**src/rtl/cube_pkg.sv**
```systemverilog
// Shared definitions for the cube line sequencer and its geometry source:
// FSM state encoding, default widths and the frame line count.
package cube_pkg;

  localparam int XY_BITW_DEF  = 16;
  localparam int LINEW_DEF    = 4;
  localparam int COLORW_DEF   = 3;
  localparam int N_LINES_DEF  = 12;
  localparam int GEOM_LAT_DEF = 1;

  // Wide enough for the largest legal geometry latency (7).
  localparam int LAT_CNTW = 3;

  typedef logic [1:0] cube_state_t;

  localparam cube_state_t ST_IDLE  = 2'd0;
  localparam cube_state_t ST_FETCH = 2'd1;
  localparam cube_state_t ST_ISSUE = 2'd2;
  localparam cube_state_t ST_DONE  = 2'd3;

endpackage

```
**src/rtl/seq_lat_counter.sv**
```systemverilog
// Up-counter with synchronous clear; tc marks the TERM-th enabled cycle
// after a clear.
module seq_lat_counter
  import cube_pkg::*;
#(
  parameter int unsigned TERM = 1
)(
  input  logic clk,
  input  logic rst_n,
  input  logic clear,
  input  logic enable,
  output logic tc
);

  logic [LAT_CNTW-1:0] count;

  always_ff @(posedge clk or negedge rst_n) begin
    if (!rst_n) begin
      count <= '0;
    end else if (clear) begin
      count <= '0;
    end else if (enable) begin
      count <= count + 1'b1;
    end
  end

  assign tc = enable && (count == LAT_CNTW'(TERM - 1));

endmodule

```
**src/rtl/cube_line_seq.sv**
```systemverilog
// Walks the lines of one cube frame: asks the geometry source for each line,
// waits its latency, then hands a registered descriptor to the rasterizer.
module cube_line_seq
  import cube_pkg::*;
#(
  parameter int XY_BITW  = XY_BITW_DEF,
  parameter int LINEW    = LINEW_DEF,
  parameter int COLORW   = COLORW_DEF,
  parameter int N_LINES  = N_LINES_DEF,
  parameter int GEOM_LAT = GEOM_LAT_DEF
)(
  input  logic               clk,
  input  logic               rst_n,
  input  logic               start,
  input  logic               abort,
  output logic [LINEW-1:0]   geom_line_id,
  input  logic [COLORW-1:0]  geom_color,
  input  logic [XY_BITW-1:0] geom_x0,
  input  logic [XY_BITW-1:0] geom_y0,
  input  logic [XY_BITW-1:0] geom_x1,
  input  logic [XY_BITW-1:0] geom_y1,
  output logic               line_valid,
  input  logic               line_ready,
  output logic [LINEW-1:0]   line_id,
  output logic [COLORW-1:0]  line_color,
  output logic [XY_BITW-1:0] line_x0,
  output logic [XY_BITW-1:0] line_y0,
  output logic [XY_BITW-1:0] line_x1,
  output logic [XY_BITW-1:0] line_y1,
  output logic               busy,
  output logic               done
);

  localparam logic [LINEW-1:0] LAST_ID = LINEW'(N_LINES - 1);

  cube_state_t state;
  logic        lat_tc;
  logic        lat_enable;
  logic        lat_clear;

  // Counter idles at zero outside FETCH so every line starts a fresh wait.
  assign lat_enable = (state == ST_FETCH);
  assign lat_clear  = !lat_enable || lat_tc;

  seq_lat_counter #(
    .TERM (GEOM_LAT)
  ) u_lat (
    .clk    (clk),
    .rst_n  (rst_n),
    .clear  (lat_clear),
    .enable (lat_enable),
    .tc     (lat_tc)
  );

  always_ff @(posedge clk or negedge rst_n) begin
    if (!rst_n) begin
      state        <= ST_IDLE;
      geom_line_id <= '0;
      line_id      <= '0;
      line_color   <= '0;
      line_x0      <= '0;
      line_y0      <= '0;
      line_x1      <= '0;
      line_y1      <= '0;
    end else begin
      case (state)
        ST_IDLE: begin
          if (start && !abort) begin
            state        <= ST_FETCH;
            geom_line_id <= '0;
          end
        end
        ST_FETCH: begin
          if (abort) begin
            state        <= ST_IDLE;
            geom_line_id <= '0;
          end else if (lat_tc) begin
            state      <= ST_ISSUE;
            line_id    <= geom_line_id;
            line_color <= geom_color;
            line_x0    <= geom_x0;
            line_y0    <= geom_y0;
            line_x1    <= geom_x1;
            line_y1    <= geom_y1;
          end
        end
        ST_ISSUE: begin
          // Abort wins even on a handshake: the frame is dropped as a whole.
          if (abort) begin
            state        <= ST_IDLE;
            geom_line_id <= '0;
          end else if (line_ready) begin
            if (line_id == LAST_ID) begin
              state <= ST_DONE;
            end else begin
              state        <= ST_FETCH;
              geom_line_id <= geom_line_id + 1'b1;
            end
          end
        end
        ST_DONE: begin
          state        <= ST_IDLE;
          geom_line_id <= '0;
        end
        default: begin
          state        <= ST_IDLE;
          geom_line_id <= '0;
        end
      endcase
    end
  end

  assign line_valid = (state == ST_ISSUE);
  assign busy       = (state == ST_FETCH) || (state == ST_ISSUE);
  assign done       = (state == ST_DONE);

endmodule

```
**config.mk**
```make
export PLATFORM = sky130hd
export DESIGN_NAME = cube_line_seq
export DESIGN_NICKNAME = d
export VERILOG_FILES = /design/src/rtl/cube_pkg.sv /design/src/rtl/seq_lat_counter.sv /design/src/rtl/cube_line_seq.sv
export SDC_FILE = /design/constraint.sdc
export NUM_CORES = 1
export LEC_CHECK = 0
export ABC_AREA = 1
export ABC_CLOCK_PERIOD_IN_PS = 1700
export BUFFER_PORTS_ARGS = -buffer_cell sky130_fd_sc_hd__buf_2
export CAP_MARGIN = 5
export CORE_ASPECT_RATIO = 0.8
export CORE_MARGIN = 10
export CORE_UTILIZATION = 47
export DETAILED_ROUTE_END_ITERATION = 12
export GPL_TIMING_DRIVEN = 0
export PLACE_DENSITY = 0.9
export RECOVER_POWER = 100
export SYNTH_ARGS = -nofsm -noshare
export SYNTH_HDL_FRONTEND = slang
export SYNTH_SLANG_ARGS = --single-unit
export TNS_END_PERCENT = 100
```
**constraint.sdc**
```tcl
create_clock -name clk -period 1.7 [get_ports clk]
set_input_delay 0 -clock clk [delete_from_list [all_inputs] [get_ports clk]]
set_output_delay 0 -clock clk [all_outputs]
set_load 0.005 [all_outputs]
```
* After elaboration in Yosys (flattened, before gate mapping)
Cells that the tools add are included.
** Operators by class
- $add $sub $neg :: 2
- Eq/ne operators :: 9
- Multiplexer cells :: 15
- Bitwise gates (word level) :: 1
- Reduce and logical (&&, ||, !) cells :: 12
** Operator list (count)
- 4-bit two-way mux :: 5
- 4-bit case mux with 4 select lines :: 1
- 2-bit two-way mux :: 6
- 2-bit case mux with 4 select lines :: 1
- 3-bit two-way mux :: 2
- 3-bit != test (second input constant) :: 2
- 3-bit AND reduction :: 2
- 4-bit by 1-bit adder with 4-bit output (second input constant) :: 1
- 2-bit == test (second input constant) :: 2
- 4-bit == test (second input constant) :: 1
- 2-bit != test (second input constant) :: 2
- 4-bit AND reduction :: 1
- 3-bit by 1-bit adder with 3-bit output (second input constant) :: 1
- 3-bit zero test :: 1
- 3-bit by 2-bit != test with 1-bit output (second input constant) :: 1
- 2-bit by 1-bit == test with 1-bit output (second input constant) :: 1
- 1-bit logical AND :: 2
- 1-bit zero test :: 2
- 2-bit zero test :: 1
- 1-bit logical OR :: 2
- 2-bit nonzero test :: 1
- 1-bit inverter :: 1
** Storage, ports and cells
- Flip-flop bits (word level) :: 80
- Input bits :: 72

* Longest topological paths before layout
- Word-level depth :: 5
- Depth in mapped cells :: 9
- Gate-level depth less buffers :: 9

* Cells and area by module
A second synthesis with hierarchy kept.
** Unflattened totals
- Cells, all modules :: 238
- Area total of the unflattened synthesis :: 3261.9 µm²
** By module, submodules not included
- cube_line_seq :: instances 1, cells an instance 217, area an instance 3096.7 µm², seq. area each 1926.8 µm²
- seq_lat_counter :: instances 1, cells an instance 21, area an instance 165.2 µm², seq. area each 75.1 µm²

* Worst setup path after synthesis
No wires, ideal clock.
- Path kind :: register to register
- Start :: reg u_lat.count[0]
- End :: reg line_x1[0]
- Setup time :: 0.117 ns
- Data arrival time :: 1.240 ns
- Required time :: 1.583 ns
- Slack :: 0.343 ns
- Cell stages (with the launch flop) :: 10
- Period minus slack after synthesis :: 1.357 ns
- Path through :: dfrtp_1 -> inv_1 -> ha_1 -> inv_1 -> nor2_4 -> nand3_4 -> buf_6 -> buf_6 -> nand2_1 -> o21ai_2
** Between the ends
- Word-level cells in the longest chain between the ends :: 3
** RTL lines
- start, declared :: RTL line seq_lat_counter.sv:15 : logic [LAT_CNTW-1:0] count;
- start signal, assigned :: RTL line seq_lat_counter.sv:23 : count <= count + 1'b1;
- 3-bit zero test :: RTL line seq_lat_counter.sv:27 : assign tc = enable && (count == LAT_CNTW'(TERM - 1));
- 1-bit logical AND :: RTL line seq_lat_counter.sv:27
- 3-bit AND reduction (no source line)
- end signal, assigned :: RTL line cube_line_seq.sv:83 : line_x1 <= geom_x1;
- end, declared :: RTL line cube_line_seq.sv:28 : output logic [XY_BITW-1:0] line_x1,
No other way between the ends.
A chain may end at the register's enable or synchronous reset.

* Final worst setup path
- Start :: reg u_lat.count[0]
- End :: reg line_x0[5]
** Between the ends
- Word-level cells in the longest chain between the ends :: 3
** RTL lines
- 3-bit zero test :: RTL line seq_lat_counter.sv:27
- 1-bit logical AND :: RTL line seq_lat_counter.sv:27
- 3-bit AND reduction (no source line)
- end signal, assigned :: RTL line cube_line_seq.sv:81 : line_x0 <= geom_x0;
- end, declared :: RTL line cube_line_seq.sv:26 : output logic [XY_BITW-1:0] line_x0,
No other way between the ends.

==> metrics.md <==
| Metric | Value |
|---|---|
| Post-Synthesis Cells | 378 |
| RSZ-0062 raised after global routing | false |
| I/O pin count | 150 |
| Total track usage | 19.8% |
| Mapped Area | 3440 um2 |
| DR WL met2 | 5750 um |
| Layout Nets | 687 |
| Synth area leader | dfrtp_1 |
| Initial antenna violation count | 1 |
| CTS Sinks | 80 |
| CTS tree | done |
| Root Buffer | clkbuf_8 |
| Required time worst endpoint | 1.91 ns |
| Power, Total | 7260 uW |
| Longest Clk Path Bufs | 2 |
| Yosys cell types | 18 |
| DRC Markers | 0 |
| Reg2reg end | line_x0[5] |
| FMAX | 624 MHz |
| Setup crit end kind | flop |
| Initial DRC Count | 220 |
| Met3 routed WL | 1090 um |
| Die W | 116 um |
| Worst Clk Skew | 0.00574 ns |
| Die height | 96.6 um |
| Number of global-route vias before repair | 3458 |
| Last element of the critical path | line_x0[5] |
| Startpoint Class | flop |
| Min Tclk post-route | 1.60 ns |
| Vias | 3327 |
| Starting Density | 49.2% |
| Layout cells sized above 1 | 18.3% |
| Final worst slack | 0.0975 ns |
| Final setup viols | 0 |
| R2R depth | 9 |
| Htree depth | 3 |
| Count of final hold-check violations | 0 |
| Critical path class | flop to flop |
| Slew @ Worst Pin | 0.977 ns |
| Reg clk slew, reported paths | 0.08 ns |
| PwrDens | 1430 nW/um2 |
| Commonest non-fill, non-tap cells in the layout | nand2_1 (94), inv_1 (85), dfrtp_1 (80) |
| Core Area | 6990 um2 |
| Synth-to-Final Area Change | 47.5% |
| Max FO, Critical Path | 10 |
| Post-synthesis register bit count | 80 |
| 1st-pass router iterations | 4 |
| Syn Nets | 458 |
| Crit share post-route | 94.3% |
| R2r setup slk | 0.1 ns |
| Worst skew pair latency | 0.34 ns |
| Setup TNS | 0 ns |
| Critical path startpoint | u_lat.count[0] |
| Hold Worst Slack | 0.0739 ns |
| PortBufs | 149 |
| Die footprint | 11200 um2 |
| Post-DR vias/cell | 4.74 |
| Setup WS pre-CTS | 0.0905 ns |
| Yosys warnings | 0 |
| Top Metal Used | met4 |
| Worst min-delay path category | input pin to flop |
| Metal-1 WL | 4220 um |
| Reg-to-Reg Start | u_lat.count[0] |
| Rows | 27 |
| Inst Count DP | 615 |
| Status | finished clean |
| CP arrival | 1.81 ns |
| CTS buffer count | 9 |
| Cell Count, Final, Fillers Out | 702 |
| Largest net degree at the start of global routing | 43 |
| Pleak | 0.00271 uW |
| Worst slew margin | 34.9% |
| GR Overflow Total | 0 |
| Max Transition Viols Final | 0 |
| Total wire length | 11300 um |
| Avg Inst Size Synth | 9.11 um2 |
| Antenna Nets Post-Route | 0 |
| Final GP Congestion | 0.805 |
| Area fraction of the dominant cell type after synthesis | 58.1% |
| Post-detail-place hpwl | 7340 um |
| Wire length per cell | 16.0 um |
| Max-Cap Viols | 0 |
| Global-route wire length before repair | 17400 um |
| VDD IR max | 0.000783 V |
| Seq/Total Area, Yosys | 58.1% |
| Most common cell after layout, fill and taps aside | nand2_1 |
| Top cells by area, synth | dfrtp_1 (58%), nand2_1 (10%), inv_1 (9.3%), o21ai_1 (8.7%), buf_6 (2.9%) |
-- metrics by stage --
step / instance area (um2) / util, %
floorplan: 3440 / -
global placement: 4300 / 61.5
detailed placement: 4320 / 61.8
CTS: 5170 / 74.0
global route: 5070 / 72.6
finish: 5080 / 72.6
-- cell type report --
cell class / instances / area [um2]
Inverter: 85 / 319
Sequential cell: 80 / 2000
Clock buffer: 12 / 145
Timing Repair Buffer: 218 / 1360
Buffer: 15 / 124
Antenna cell: 3 / 7.51
Tap cell: 87 / 109
Fill cell: 546 / 1910
Clock inverter: 4 / 28.8
Multi-Input combinational cell: 198 / 985
-- registers in the layout (all words and copies together) (netlist names), 3 cells and up --
name and count:
geom_line_id 4, line_y0 16, line_x0 16, line_id 4
line_y1 16, line_color 3, u_lat.count 3, line_x1 16
-- logic make-up (layout without fill, tap and decap cells) --
group / Yosys count / in the layout / share of synthesized area [%]
and+or+nand+nor: 116 / 116 / 13.9
AOI/OAI and AO/OA: 72 / 72 / 11.7
adders and majority gates: 8 / 8 / 2.91
DFF: 80 / 80 / 58.1
xor gates and xnor gates: 2 / 2 / 0.509
other: 0 / 3 / 0
buffers and inverters: 100 / 334 / 12.9
-- worst min path at each step --
stage / startpoint / endpoint / slack [ns] / cells past startpoint
2_1_floorplan: rst_n / geom_line_id[0] / -0.30 / 0
3_3_place_gp: geom_x0[11] / line_x0[11] / 0.24 / 3
3_5_place_dp: rst_n / line_y0[15] / 0.004 / 1
4_1_cts: abort / state[0] / 0.04 / 4
5_1_grt: abort / state[0] / 0.13 / 4
6_report: abort / state[0] / 0.07 / 4
-- power by group --
group	switching (uW)	internal [uW]	leakage [uW]
Clock	666	574	0.0000830
Combinational	1690	1170	0.00161
Sequential	460	2690	0.00101
Total	2820	4440	0.00271
-- metal layers --
metal  global-route usage [%]  up-vias
met5                        0        -
met4                     6.86        0
met3                     7.64       21
met2                     35.1      150
met1                     21.4     1553
li1                         -     1603
-- cells in the mapped netlist --
cell	instances
buf_6	9
clkbuf_1	6
dfrtp_1	80
ha_1	8
inv_1	85
nand2_1	94
nand3_1	4
nand3_4	1
nand3b_1	1
nand4_1	3
nor2_1	9
nor2_4	1
nor3_1	2
nor3b_1	1
o21ai_0	1
o21ai_1	60
o21ai_2	11
xnor2_1	2
-- worst max-delay path, stage by stage (launching register included) --
cell     delay [ns]
dfrtp_1        0.40
inv_1          0.06
ha_1           0.14
inv_1          0.06
nor2_4         0.17
nand3_4        0.16
buf_6          0.19
buf_6          0.14
nand2_1        0.07
o21ai_1        0.07
-- timing repair --
action / in CTS / in global routing
endpoints found under the setup margin: 0 / 5
hold buffers: 68 / 0
endpoints found under the hold margin: 105 / 0
resized for setup: 0 / 2
setup buffers: 0 / 0
(Power assumes the default switching activity.)
